`src/rtl/demux_pkg.sv`:
```
// Shared types for the 1-to-4 demux dispatcher: lane select width, lane count, FSM states.
package demux_pkg;
    localparam int NCH = 4;
    typedef logic [1:0] lane_sel_t;
    typedef enum logic [0:0] {IDLE = 1'b0, HOLD = 1'b1} state_t;
endpackage

```
`src/rtl/demux_rr_dispatcher_rr_pick.sv`:
```
// Combinational round-robin search: first set bit of a 4-bit mask at or after ptr, wrapping 3->0.
module rr_pick
    import demux_pkg::*;
(
    input  logic [3:0] mask,
    input  lane_sel_t  ptr,
    output logic       found,
    output lane_sel_t  idx
);
    always_comb begin
        found = |mask;
        idx   = ptr;
        // Walk the offsets from farthest to nearest so the nearest hit wins.
        for (int i = 3; i >= 0; i--) begin
            if (mask[lane_sel_t'(ptr + lane_sel_t'(i))])
                idx = lane_sel_t'(ptr + lane_sel_t'(i));
        end
    end
endmodule

```
`src/rtl/demux_rr_dispatcher.sv`:
```
// Single-register dispatcher: accepts a word, routes it to one of four lanes (round-robin or
// directed), and holds it until that lane's consumer takes it.
module demux_rr_dispatcher #(
    parameter int DW  = 3,
    parameter int NCH = 4
) (
    input  logic              clk,
    input  logic              rst,
    input  logic              mode,
    input  logic [3:0]        lane_en,
    input  logic              in_valid,
    input  logic [DW-1:0]     in_data,
    input  logic [1:0]        in_dest,
    output logic              in_ready,
    output logic [NCH-1:0]    out_valid,
    output logic [NCH*DW-1:0] out_data,
    input  logic [NCH-1:0]    out_ready,
    output logic [1:0]        sel,
    output logic              busy,
    output logic              drop
);
    import demux_pkg::*;

    state_t        state;
    lane_sel_t     rr_ptr;
    lane_sel_t     ptr_eff;
    lane_sel_t     pick_idx;
    lane_sel_t     target;
    logic          pick_found;
    logic          can_target;
    logic          completing;
    logic          accept;
    logic          deliver;
    logic [DW-1:0] hold_data;

    assign busy       = (state == HOLD);
    assign completing = busy && out_ready[sel];

    // A word accepted in the completion cycle must see the advanced pointer,
    // otherwise back-to-back round-robin traffic would revisit the same lane.
    assign ptr_eff = (completing && !mode) ? lane_sel_t'(sel + 2'd1) : rr_ptr;

    rr_pick u_pick (
        .mask  (lane_en),
        .ptr   (ptr_eff),
        .found (pick_found),
        .idx   (pick_idx)
    );

    assign target     = mode ? in_dest : pick_idx;
    assign can_target = mode || pick_found;
    assign in_ready   = (!busy || out_ready[sel]) && can_target;
    assign accept     = in_valid && in_ready;
    assign deliver    = accept && (!mode || lane_en[in_dest]);

    always_ff @(posedge clk) begin
        if (rst) begin
            state     <= IDLE;
            rr_ptr    <= '0;
            sel       <= '0;
            hold_data <= '0;
            drop      <= 1'b0;
        end else begin
            drop <= accept && mode && !lane_en[in_dest];
            if (completing && !mode)
                rr_ptr <= lane_sel_t'(sel + 2'd1);
            if (deliver) begin
                state     <= HOLD;
                sel       <= target;
                hold_data <= in_data;
            end else if (completing) begin
                state     <= IDLE;
                hold_data <= '0;
            end
        end
    end

    for (genvar i = 0; i < NCH; i++) begin : g_lane
        assign out_valid[i]            = busy && (sel == lane_sel_t'(i));
        assign out_data[DW*i +: DW]    = out_valid[i] ? hold_data : '0;
    end
endmodule

```
`config.mk`:
```
export PLATFORM = sky130hd
export DESIGN_NAME = demux_rr_dispatcher
export DESIGN_NICKNAME = d
export VERILOG_FILES = /design/src/rtl/demux_pkg.sv /design/src/rtl/demux_rr_dispatcher_rr_pick.sv /design/src/rtl/demux_rr_dispatcher.sv
export SDC_FILE = /design/constraint.sdc
export NUM_CORES = 1
export LEC_CHECK = 0
export CAP_MARGIN = 5
export CORE_MARGIN = 2
export CORE_UTILIZATION = 37
export DETAILED_ROUTE_END_ITERATION = 8
export PLACE_DENSITY_LB_ADDON = 0.25
export SLEW_MARGIN = 20
export SYNTH_ARGS = -nofsm -noshare
export SYNTH_HDL_FRONTEND = slang
export SYNTH_SLANG_ARGS = --single-unit
```
`constraint.sdc`:
```
create_clock -name clk -period 2 [get_ports clk]
set_input_delay 0.4 -clock clk [delete_from_list [all_inputs] [get_ports clk]]
set_output_delay 0.4 -clock clk [all_outputs]
set_load 0.02 [all_outputs]
```
==> impl_metrics.toml, run 1 <==
[synth]
synth.distinct_cells = 43
synth_most_common_cell = "and3_1"
yosysTopAreaCell = "dfxtp_1"
async_flop_share = 0
syn_nets = 127
ys_seq_area_frac = 0.2093
synth_cells = 106
synth-edff-count = 0
netlist_area_um2 = 860.8
syn_avg_cell_area_um2 = 8.121
synth_top_area_frac = 0.2093
synthTopCellsByCount = "and3_1, dfxtp_1, nand2_1, inv_1"
ys.flop_type = "dfxtp_1"
yosys_warnings = 0
ys_top_cells_by_area = "dfxtp_1, and3_1, ha_1"
ys_ff_latch = 9

[final_layout]
drive_gt1_frac = 0.3728
final_util = 0.6595
area_delta_synth_final_pct = 69.48
fin_cells = 197
nNetsFinal = 191
diodes = 0

[grt]
grt_util_met1 = 0.2628
grt.total_usage = 0.2112
grtUsageMet2 = 0.3713
grt_overflow = 0
grt_max_degree = 20
grt_pass1_wl_um = 4402
grt_pass1_vias = 1001
grt-busiest-layer = "met2"
grtUsageMet3 = 0.02000
antenna_found_initial = 0

[worst_setup_path]
rr_worst_depth = 5
critPathMaxFanout = 8
required_ns = 1.60
cp-end-kind = "output pin"
worstSetupPathType = "flip-flop to output pin"
r2r_slack_ns = 0.12
crit_arrival_ns = 1.50
start_kind = "flip-flop"

[routing]
post_drt_wl_per_cell_um = 13.71
drt-total-wl_um = 2700
post-route-drc-count = 0
drt-initial-drc-count = 32
via_per_inst = 5.624
postRouteAntennaNets = 0
firstDrtPassIters = 4
vias = 1108

[floorplanning]
initial_core_util = 0.3891
io_pins = 38
rows = 17
die_area_um2 = 2729
die_y_um = 52.24
fp.dieW_um = 52.24
coreArea_um2 = 2212

[placed_design]
io_buffers = 37
place_congestion = 0.8735
dp_hpwl_um = 2014
place_inst = 192

[clock_tree]
cts_tree = "built"
clkTransAtPathRegs_ns = 0.06
clk_latency_ns = 0.27
postCtsHoldBufs = 0
numCtsBuffers = 3
root_buffer = "clkbuf_4"
cts_max_path_buffers = 2
cts_sinks = 9
htreeDepth = 1

[sta]
maxSlewHeadroom = 0.7827
period_minus_slack_ns = 1.895
rsz0062_at_grt = "false"
setup_viol = 0
worst_pin_slew_ns = 0.3260
final-hold-violation-count = 0
hold_ws_ns = 0.5029
period_share = 0.9476
drv_slew = 0
fmax_ghz = 0.5276
tns_ns = 0
fin_skew_ns = 0.002796

[pwr]
p_leak_nw = 0.7135
power_density_nw_per_um2 = 437.9
finalPower_mw = 0.6388
peakVddDrop_mv = 0.2687

[run_status]
status = "completed"

[worst_hold_path]
hp-class = "flip-flop to flip-flop"
min_path_cells = 2

[run]
maxCapViolations = 0
==> report_power, final <==
part / switching [mW] / internal [mW] / total [mW]
sequential: 0.0129 / 0.192 / 0.205
combinational: 0.138 / 0.151 / 0.289
clock: 0.0681 / 0.0772 / 0.145
total: 0.219 / 0.420 / 0.639
==> area by class of cell <==
class                      count  area, um^2
multi-input combinational     86       683.2
timing repair buffer          64       506.7
fill                         199       753.2
clock buffer                   4       26.28
tap                           28       35.03
inverter                       6       22.52
sequential                     9       185.2
==> cells by family (layout without fill, tap and decap cells) <==
family                     count (synthesis)  after routing  synth area share
DFF                                        9              9            0.2093
AOI/OAI and AO/OA                         28             28            0.2675
muxes                                      6              6           0.09593
buffers and inverters                     11             74           0.05232
and+or+nand+nor                           48             48            0.3169
adders and majority gates                  4              4           0.05814
==> critical path: stages, from the launching register on <==
cell,delay (ns)
dfxtp_4,0.36
buf_6,0.13
ha_1,0.23
and3_1,0.19
dlygate4sd2_1,0.32
==> flip-flops by register name, indices dropped and copies added (netlist names) <==
name / flops
busy: 1
drop: 1
hold_data: 3
rr_ptr: 2
sel: 2
==> worst paths after layout <==
kind           startpoint      endpoint
max                sel[0]  out_data[10]
max reg2reg          busy        sel[1]
min reg2reg  hold_data[1]  hold_data[1]
min          hold_data[1]  hold_data[1]
==> layer usage <==
layer  routed length [um]  up-vias
li1                     -      533
met4                   51        0
met5                    0        -
met2                 1295       52
met1                 1205      516
met3                  148        7
==> cell usage in the layout, fill, tap and decap left out, drive strengths merged, types with 4 or more instances in the layout <==
master         synthesis  layout
dlygate4sd2            0      10
dfxtp                  9       9
nand3                  5       5
nand2                  9       9
and2                   5       5
clkdlybuf4s50          0      10
and3                  12      12
clkbuf                 4      16
buf                    1      28
inv                    6       6
a21oi                  5       5
ha                     4       4
==> timing repair <==
item	4_1_cts	5_1_grt
gates resized for setup	43	26
pin swaps	4	4
cloned	0	0
setup endpoints to repair	22	19
setup buffers	2	1
==> per-stage QoR <==
stage	instance area [um^2]	setup WS, ns
detailed placement	1439	-0.4547
global route	1459	0.008689
global placement	1439	-0.4993
CTS	1493	0.003800
finish	1459	0.1047
floorplan	860.8	0.0001472
Note: power is estimated with default switching activity, not from simulation.
==> inputs of run 2 (changes only) <==
--- a/config.mk
+++ b/config.mk
@@ -9,8 +9,10 @@
 export CORE_MARGIN = 2
 export CORE_UTILIZATION = 37
 export DETAILED_ROUTE_END_ITERATION = 8
+export GPL_ROUTABILITY_DRIVEN = 1
 export PLACE_DENSITY_LB_ADDON = 0.25
 export SLEW_MARGIN = 20
 export SYNTH_ARGS = -nofsm -noshare
 export SYNTH_HDL_FRONTEND = slang
 export SYNTH_SLANG_ARGS = --single-unit
+export TNS_END_PERCENT = 20
==> run 2 against run 1 <==
Effect of this change:
- combinational power is 7% higher
- power up 2.7%
- die area is the same
- highest routed layer unchanged
- final area is 4.9% higher
==> impl_metrics.toml, run 2 (synthesis results as in run 1) <==
[run_status]
status = "completed"

[routing]
drt-total-wl_um = 2791
vias = 1106
firstDrtPassIters = 4
post-route-drc-count = 0
post_drt_wl_per_cell_um = 14.17
postRouteAntennaNets = 0
via_per_inst = 5.614
drt-initial-drc-count = 30

[sta]
period_minus_slack_ns = 1.951
maxSlewHeadroom = 0.7638
fmax_ghz = 0.5126
worst_pin_slew_ns = 0.3531
final-hold-violation-count = 0
fin_ws_ns = 0.04917
drv_slew = 0
period_share = 0.9754
setup_viol = 0
fin_skew_ns = 0.003136
rsz0062_at_grt = "true"
tns_ns = 0

[placed_design]
dp_slack_ns = -0.4547
io_buffers = 37
place_congestion = 0.8735
dp_hpwl_um = 2014

[floorplanning]
coreArea_um2 = 2212
io_pins = 38
die_y_um = 52.24
fp.dieW_um = 52.24
rows = 17
die_area_um2 = 2729
initial_core_util = 0.3891

[pwr]
switching_share = 0.3436
p_seq_frac = 0.312
power_density_nw_per_um2 = 428.7
power.internal_mw = 0.4306
clkPwrFrac = 0.219
p_comb_frac = 0.469
p_sw_mw = 0.2254
peakVddDrop_mv = 0.2718
p_leak_nw = 0.7734

[worst_setup_path]
start_kind = "primary input"
cp-end-kind = "flip-flop"
crit_arrival_ns = 2.12
critPathMaxFanout = 4
required_ns = 2.17
worstSetupPathType = "primary input to flip-flop"

[clock_tree]
clkTransAtPathRegs_ns = 0.06
cts_sinks = 9
root_buffer = "clkbuf_4"
postCtsHoldBufs = 0
cts_max_path_buffers = 2
htreeDepth = 1
cts_tree = "built"
numCtsBuffers = 3
clk_latency_ns = 0.26

[grt]
grt-busiest-layer = "met2"
grt.total_usage = 0.1914
grt_max_degree = 20
grtUsageMet3 = 0.008571
grtUsageMet2 = 0.3481
grt_pass1_vias = 978
grt_overflow = 0
grt_util_met1 = 0.2346
grt_pass1_wl_um = 4036
antenna_found_initial = 0

[final_layout]
regMostFlops = "hold_data"
final_common_cell = "buf_4"
diodes = 0
nNetsFinal = 191
drive_gt1_frac = 0.3846
multi_input_area_um2 = 720.7
reg_top3 = "hold_data (3), rr_ptr (2), sel (2)"
area_delta_synth_final_pct = 77.76
largest_reg_flops = 3
nFillCells = 185
register_area_um2 = 185.2
layout_common_cells = "buf_4, and3_1, clkdlybuf4s50_1, clkbuf_2"

[worst_hold_path]
hp-class = "flip-flop to flip-flop"

[run]
maxCapViolations = 0
-- run 2: changes by cell type in the layout (fill, tap and decap cells not counted), moves of 2 or more --
cell	change
buf_6	+2
dlymetal6s2s_1	+6
buf_4	-2
dlygate4sd2_1	-5
-- run 2: final cells by class --
type	count	share of cell area
Tap cell	28	0.02289
Timing Repair Buffer	64	0.3532
Clock buffer	4	0.01717
Inverter	6	0.01472
Multi-Input combinational cell	86	0.4710
Sequential cell	9	0.1210
-- run 2: what timing repair did --
| action | in CTS | in global routing |
|---|---|---|
| pin swaps | 0 | 5 |
| gates resized for setup | 27 | 44 |
| setup endpoints to repair | 22 | 19 |
| gates cloned | 0 | 0 |
| buffers inserted | 0 | 1 |
-- run 2: worst max-delay path, cell delays in order --
cell             delay, ns
clkdlybuf4s50_1       0.41
mux4_2                0.46
or2b_4                0.27
o2111ai_4             0.11
mux2_4                0.34
o32ai_2               0.12
-- run 2: worst paths after layout --
kind	cells past startpoint	to	startpoint	slack (ns)
worst max-delay path	6	sel[0]	lane_en[3]	0.05
worst min-delay path	2	hold_data[1]	hold_data[1]	0.50
worst max register to register	5	sel[1]	busy	0.11
worst min register to register	2	hold_data[1]	hold_data[1]	0.50
-- run 2: layer usage --
metal / vias up / part of all wire
li1: 532 / -
met1: 521 / 0.42
met2: 47 / 0.51
met3: 6 / 0.053
met4: 0 / 0.017
met5: - / 0
-- run 2: per-stage QoR --
step | power [mW] | instances | util | hold slack (ns) | cell area (um^2)
after floorplan | 0.3464 | 106 | - | 0.4689 | 860.8
after global placement | 0.4827 | 192 | 0.6505 | 0.4920 | 1439
after detailed placement | 0.4866 | 192 | 0.6505 | 0.4966 | 1439
after CTS | 0.6222 | 196 | 0.6550 | 0.5051 | 1449
after global routing | 0.6949 | 197 | 0.6917 | 0.5198 | 1530
final | 0.6560 | 197 | 0.6917 | 0.5039 | 1530
-- run 2: power groups by stage --
stage	Clock [mW]	Combinational (mW)	Sequential, mW
after global routing	0.156	0.331	0.207
after detailed placement	0	0.279	0.208
final	0.143	0.308	0.205
after global placement	0	0.276	0.207
after floorplan	0	0.134	0.213
after CTS	0.143	0.275	0.204
